==> src/rtl/serial_tx_controller_pkg.sv <==
// Shared types for the serial transmit path: the IO unit's byte type and the
// transmitter's state, sizing constants and drop-counter type.
package IO_UnitTypes;
    typedef logic [7:0] SerialDataPath;
endpackage

package SerialTypes;
    typedef enum logic [1:0] {
        IDLE,
        START,
        DATA,
        STOP
    } SerialTxState;

    localparam int SERIAL_TX_FIFO_DEPTH = 16;
    localparam int SERIAL_BAUD_DIVISOR  = 542;

    typedef logic [15:0] SerialDropCountPath;
endpackage

==> src/rtl/serial_tx_controller_if.sv <==
// Byte-write handshake between the IO unit (master) and the serial transmitter (slave).
interface serial_tx_controller_if;
    import IO_UnitTypes::*;

    logic          serialWE;
    SerialDataPath serialWriteData;
    logic          serialReady;

    modport master (output serialWE, output serialWriteData, input serialReady);
    modport slave  (input serialWE, input serialWriteData, output serialReady);
endinterface

==> src/rtl/serial_tx_fifo.sv <==
// Synchronous FIFO with extra-MSB pointers; head data is read combinationally.
module serial_tx_fifo #(
    parameter int DEPTH = 16,
    parameter int WIDTH = 8
) (
    input  logic             clk,
    input  logic             negResetIn,
    input  logic             push,
    input  logic             pop,
    input  logic [WIDTH-1:0] pushData,
    output logic             full,
    output logic             empty,
    output logic [WIDTH-1:0] headData
);
    localparam int AW = $clog2(DEPTH);

    logic [AW:0]      headPtr;
    logic [AW:0]      tailPtr;
    logic [WIDTH-1:0] mem [DEPTH];

    assign empty    = (headPtr == tailPtr);
    assign full     = (headPtr[AW-1:0] == tailPtr[AW-1:0]) && (headPtr[AW] != tailPtr[AW]);
    assign headData = mem[headPtr[AW-1:0]];

    // Reset only clears the pointers, which discards whatever the storage holds.
    always_ff @(posedge clk or negedge negResetIn) begin
        if (!negResetIn) begin
            headPtr <= '0;
            tailPtr <= '0;
        end else begin
            if (push) tailPtr <= tailPtr + 1'b1;
            if (pop)  headPtr <= headPtr + 1'b1;
        end
    end

    always_ff @(posedge clk) begin
        if (push) mem[tailPtr[AW-1:0]] <= pushData;
    end
endmodule

==> src/rtl/serial_tx_controller.sv <==
// Buffers IO-unit byte writes and sends them on txd as 8N1 frames, counting
// bytes lost when the core writes faster than the line drains.
module serial_tx_controller
    import IO_UnitTypes::*;
    import SerialTypes::*;
#(
    parameter int FIFO_DEPTH   = SERIAL_TX_FIFO_DEPTH,
    parameter int BAUD_DIVISOR = SERIAL_BAUD_DIVISOR
) (
    input  logic                   clk,
    input  logic                   negResetIn,
    serial_tx_controller_if.slave  io,
    output logic                   txd,
    output logic                   busy,
    output logic                   overflow,
    output SerialDropCountPath     dropCount
);
    localparam int CW = $clog2(BAUD_DIVISOR);
    localparam logic [CW-1:0] BAUD_LOAD = CW'(BAUD_DIVISOR - 1);

    if ((FIFO_DEPTH < 2) || ((FIFO_DEPTH & (FIFO_DEPTH - 1)) != 0)) begin : gBadFifoDepth
        $error("serial_tx_controller: FIFO_DEPTH must be a power of two >= 2");
    end
    if (BAUD_DIVISOR < 2) begin : gBadBaudDivisor
        $error("serial_tx_controller: BAUD_DIVISOR must be >= 2");
    end

    SerialTxState  state, stateNext;
    logic [CW-1:0] baudCount, baudCountNext;
    SerialDataPath shiftReg, shiftNext;
    logic [2:0]    bitIdx, bitIdxNext;
    logic          txdNext;
    logic          fifoFull, fifoEmpty, fifoPush, fifoPop, dropEvent;
    SerialDataPath fifoHead;

    serial_tx_fifo #(.DEPTH(FIFO_DEPTH), .WIDTH($bits(SerialDataPath))) txFifo (
        .clk        (clk),
        .negResetIn (negResetIn),
        .push       (fifoPush),
        .pop        (fifoPop),
        .pushData   (io.serialWriteData),
        .full       (fifoFull),
        .empty      (fifoEmpty),
        .headData   (fifoHead)
    );

    // A pop in the same cycle frees the slot, so a write into a full FIFO still lands.
    assign fifoPush       = io.serialWE && (!fifoFull || fifoPop);
    assign dropEvent      = io.serialWE && fifoFull && !fifoPop;
    assign io.serialReady = !fifoFull;
    assign busy           = (state != IDLE) || !fifoEmpty;

    always_ff @(posedge clk or negedge negResetIn) begin
        if (!negResetIn) begin
            state     <= IDLE;
            baudCount <= '0;
            shiftReg  <= '0;
            bitIdx    <= '0;
            txd       <= 1'b1;
        end else begin
            state     <= stateNext;
            baudCount <= baudCountNext;
            shiftReg  <= shiftNext;
            bitIdx    <= bitIdxNext;
            txd       <= txdNext;
        end
    end

    // txd is registered from the next state so the line level changes on the
    // same edge as the state, giving exact BAUD_DIVISOR-cycle bits.
    always_comb begin
        stateNext     = state;
        baudCountNext = baudCount;
        shiftNext     = shiftReg;
        bitIdxNext    = bitIdx;
        fifoPop       = 1'b0;
        case (state)
            IDLE: begin
                if (!fifoEmpty) begin
                    fifoPop       = 1'b1;
                    shiftNext     = fifoHead;
                    baudCountNext = BAUD_LOAD;
                    stateNext     = START;
                end
            end
            START: begin
                if (baudCount == '0) begin
                    baudCountNext = BAUD_LOAD;
                    bitIdxNext    = '0;
                    stateNext     = DATA;
                end else begin
                    baudCountNext = baudCount - 1'b1;
                end
            end
            DATA: begin
                if (baudCount == '0) begin
                    shiftNext     = {1'b0, shiftReg[7:1]};
                    baudCountNext = BAUD_LOAD;
                    if (bitIdx == 3'd7) stateNext = STOP;
                    else                bitIdxNext = bitIdx + 3'd1;
                end else begin
                    baudCountNext = baudCount - 1'b1;
                end
            end
            STOP: begin
                if (baudCount == '0) begin
                    if (!fifoEmpty) begin
                        fifoPop       = 1'b1;
                        shiftNext     = fifoHead;
                        baudCountNext = BAUD_LOAD;
                        stateNext     = START;
                    end else begin
                        stateNext = IDLE;
                    end
                end else begin
                    baudCountNext = baudCount - 1'b1;
                end
            end
            default: stateNext = IDLE;
        endcase
        txdNext = (stateNext == DATA) ? shiftNext[0] : (stateNext != START);
    end

    always_ff @(posedge clk or negedge negResetIn) begin
        if (!negResetIn) begin
            overflow  <= 1'b0;
            dropCount <= '0;
        end else if (dropEvent) begin
            overflow <= 1'b1;
            if (dropCount != 16'hFFFF) dropCount <= dropCount + 1'b1;
        end
    end
endmodule
==> src/flat_wrapper.sv <==
// flat-port wrapper written by rule: the top's interface ports become plain ports
module serial_tx_controller_flat import IO_UnitTypes::*; import SerialTypes::*;
#(
    parameter int FIFO_DEPTH   = SERIAL_TX_FIFO_DEPTH,
    parameter int BAUD_DIVISOR = SERIAL_BAUD_DIVISOR
)
  (clk, negResetIn, txd, busy, overflow, dropCount, io_serialWE, io_serialWriteData, io_serialReady);
  serial_tx_controller_if io_i ();
  input  logic clk;
  input  logic negResetIn;
  output logic txd;
  output logic busy;
  output logic overflow;
  output SerialDropCountPath dropCount;
  input wire logic [$bits(io_i.serialWE)-1:0] io_serialWE;
  input wire logic [$bits(io_i.serialWriteData)-1:0] io_serialWriteData;
  output wire logic [$bits(io_i.serialReady)-1:0] io_serialReady;
  assign io_i.serialWE = io_serialWE;
  assign io_i.serialWriteData = io_serialWriteData;
  assign io_serialReady = io_i.serialReady;
  serial_tx_controller #(.FIFO_DEPTH(FIFO_DEPTH), .BAUD_DIVISOR(BAUD_DIVISOR)) u_core (.clk(clk), .negResetIn(negResetIn), .io(io_i), .txd(txd), .busy(busy), .overflow(overflow), .dropCount(dropCount));
endmodule
==> config.mk <==
export PLATFORM = sky130hd
export DESIGN_NAME = serial_tx_controller_flat
export DESIGN_NICKNAME = d
export VERILOG_FILES = /design/src/rtl/serial_tx_controller_pkg.sv /design/src/rtl/serial_tx_controller_if.sv /design/src/rtl/serial_tx_fifo.sv /design/src/rtl/serial_tx_controller.sv /design/src/flat_wrapper.sv
export SDC_FILE = /design/constraint.sdc
export NUM_CORES = 1
export LEC_CHECK = 0
export CORE_MARGIN = 2
export CORE_UTILIZATION = 30
export CTS_CLUSTER_SIZE = 12
export DETAILED_ROUTE_END_ITERATION = 16
export PLACE_DENSITY = 0.57
export RECOVER_POWER = 100
export SLEW_MARGIN = 20
export SYNTH_ARGS = -nofsm -noshare
export SYNTH_HDL_FRONTEND = slang
export SYNTH_HIERARCHICAL = 1
export SYNTH_SLANG_ARGS = --single-unit
==> constraint.sdc <==
create_clock -name clk -period 3.6 [get_ports clk]
set_input_delay 0.72 -clock clk [delete_from_list [all_inputs] [get_ports clk]]
set_output_delay 0.72 -clock clk [all_outputs]
set_load 0.01 [all_outputs]
==> results.txt <==
Final min period: 3.204 ns
register area share after synthesis: 63.46%
Routed Antenna Nets: 0
LEAKAGE: 3.294 nW
RSZ-0062 raised after global routing: false
Reg clk slew, reported paths: 0.08 ns
GRT met1 Usage: 17.97%
drc violations: 0
Clk Latency, worst-skew pair: 0.43 ns
layout cells sized above 1: 9.883%
worst path arrival time: 2.48 ns
Final nets: 610
Via Count: 4803
Req. time, crit path: 2.88 ns
Peak Freq: 312.1 MHz
Power Total: 6.840 mW
number of synthesis warnings: 6
final-report hold violation count: 0
Layout area overhead: 14.87%
min-delay worst type: reg2reg
Num CTS Buffers: 17
number of synthesized flops with an enable pin: 128
initial drt markers: 424
top cells by area, synth: edfxtp_1 48%, dfrtp_1 16%, mux4_1 4.6%
CP Class: reg2out
dpl cells: 906
Reg power frac: 39.9%
Rows: 60
HPWL Detailed: 11920 um
die height: 168.0 um
H-tree depth: 4
GR Util All Layers: 13.22%
M2 GR Usage: 21.79%
vias in the first global route: 4992
Overflow after GRT: 0
top cell type's share of synthesized area: 47.63%
post-CTS setup buffers: 0
start of the worst register-to-register path: u_core/baudCount[6]$_DFF_PN0_
initial antenna violation count: 0
die boundary width: 168.0 um
PortBufs: 30
I/O pin count: 31
largest net degree at the start of global routing: 44
routed len/inst: 19.04 um
gr busiest metal: met2
post-synthesis area per instance: 14.81 um^2
final WL: 17860 um
total die area: 0.02823 mm^2
Yosys cell types: 62
type of origin of the critical path: flip-flop
via/cell ratio: 5.120
cell count after synthesis: 545
cts repair resizes: 0
global-route wire length before repair: 28650 um
cell internal pwr: 4.464 mW
final non-filler cell total: 938
relative slew slack: -47.79%
Setup crit start: u_core/txFifo/tailPtr[2]$_DFFE_PN0P_
Initial Utilization: 30.28%
final setup fails: 0
VDD IR max: 350.7 uV
Net Sw Frac: 34.74%
clock power share: 28.1%
synthesized area: 0.008070 mm^2
max-slew violation count: 40
dominant cell type by area after synthesis: edfxtp_1
endpoint type of the worst setup path: primary output
power per cell area: 737.9 mW/mm^2
crit share post-route: 89.00%
HP Start: u_core/overflow$_DFFE_PN0P_
worst-path fanout max: 17
failing checks: max-capacitance violations, max-slew violations
Net Switching: 2.377 mW
routability cong.: 0.8127
cts hold-fix bufs: 0
clock sinks: 179
Pre-Repair DR Iteration Count: 5
Max clock buf depth: 2
core area: 0.02665 mm^2
#FFs+latches synth: 179
Most used DFF post-synth: edfxtp_1
Max Cap Violations: 1
clock skew: 0.01642 ns
CTS tree: done
met3 global-route usage: 2.938%
diode count: 0
post-synthesis net count: 571
ys async rst share: 28.49%
combinational share of power: 32.1%
Worst-Margin Slew: 2.217 ns
TNS Setup: 0 ns
clk root buf: clkbuf_16
status: finished with violations
## placed cells by master, fill, tap and decap left out, drive strengths merged, types with 4 or more instances in the layout
master       instances
xor2                 6
mux4                24
a22oi               15
a32oi                9
o22a                 4
nand3               16
mux2i               31
nand4                8
clkbuf              30
dlygate4sd3         28
buf                  5
a21oi               13
clkinv               7
inv                 24
nand2b               5
dfrtp               50
nand2               28
o21ai               27
and3                 5
nor3b                4
nor2                29
ha                  15
nor3                11
nor4                 8
o31a                 4
xnor2               22
or3                  4
edfxtp             128
## path summary, 6_finish.rpt
check	slack [ns]	to	depth (start not counted)
min reg2reg	0.47	u_core/overflow$_DFFE_PN0P_	1
max in group asynchronous	1.09	u_core/shiftReg[0]$_DFF_PN0_	2
min in group asynchronous	0.94	u_core/dropCount[12]$_DFFE_PN0P_	1
max reg2reg	0.43	u_core/txFifo/headPtr[1]$_DFFE_PN0P_	6
min	0.47	u_core/overflow$_DFFE_PN0P_	1
max	0.40	busy	6
## cell usage after synthesis, types with 5 or more instances
| library cell | count |
|---|---|
| nor2_1 | 29 |
| clkbuf_1 | 8 |
| nand2_1 | 28 |
| ha_1 | 15 |
| nand2b_1 | 5 |
| and3_1 | 5 |
| nor4_1 | 5 |
| mux4_1 | 14 |
| a32oi_1 | 9 |
| dfrtp_1 | 50 |
| inv_1 | 18 |
| xnor2_1 | 22 |
| nor3_1 | 9 |
| buf_2 | 9 |
| nand3_1 | 15 |
| mux2i_1 | 31 |
| o21ai_0 | 13 |
| xor2_1 | 6 |
| o21ai_1 | 14 |
| a21oi_1 | 12 |
| edfxtp_1 | 128 |
| mux4_2 | 10 |
| nand4_1 | 8 |
| a22oi_1 | 15 |
## registers in the layout, indices dropped and copies added (netlist names)
signal	flops
u_core/overflow	1
u_core/baudCount	10
u_core/txFifo/mem	128
u_core/txFifo/tailPtr	5
u_core/shiftReg	8
u_core/dropCount	16
u_core/txd	1
u_core/bitIdx	3
u_core/txFifo/headPtr	5
u_core/state	2
## metrics by stage
| stage | util (%) | instance area [um^2] | setup WS [ns] | hold WS, ns |
|---|---|---|---|---|
| floorplan | - | 8070 | 0.5822 | 0.4244 |
| global placement | 32.85 | 8755 | 0.6820 | 0.4758 |
| detailed placement | 32.85 | 8755 | 0.5895 | 0.4506 |
| CTS | 35.17 | 9373 | 0.5033 | 0.4345 |
| global route | 34.78 | 9270 | 0.2244 | 0.5202 |
| finish | 34.78 | 9270 | 0.3959 | 0.4733 |
## power by group through the flow
stage	clock, mW	combinational [mW]	sequential [mW]
CTS	1.96	2.29	2.72
global route	2.05	2.41	2.77
floorplan	0	1.76	2.67
global placement	0	2.24	2.75
finish	1.92	2.19	2.73
detailed placement	0	2.27	2.77
## kinds of logic (layout without fill, tap and decap cells)
logic type / count (synthesis) / after routing / share of synthesized area [%]
flops: 179 / 179 / 63.46
simple gates: 131 / 131 / 8.822
compound gates: 90 / 90 / 7.985
mux: 57 / 57 / 11.47
buf+inv: 45 / 97 / 2.899
xor+xnor: 28 / 28 / 3.039
fa+ha+maj: 15 / 15 / 2.326
## routing by layer
metal / vias up / part of all wire, % / routed length [um]
met4: 0 / 0.82 / 146
met1: 2485 / 46 / 8230
met2: 116 / 49 / 8726
li1: 2189 / - / -
met3: 13 / 4.2 / 753
met5: - / 0 / 0
## critical path: stages, from the launching register on
cell	delay [ns]
dfrtp_1	0.57
xnor2_1	0.17
nand4_1	0.15
nor2b_1	0.19
buf_4	0.27
nand2_1	0.10
dlygate4sd3_1	0.62
## cell type report
cell class / instances / area (um^2)
inverter: 18 / 67.56
clock inverter: 15 / 192.7
timing repair buffer: 47 / 376.6
multi-input combinational: 321 / 2659
tap: 341 / 426.7
fill: 2528 / 17380
clock buffer: 17 / 425.4
sequential: 179 / 5122
Power figures use the tool's default switching activity.
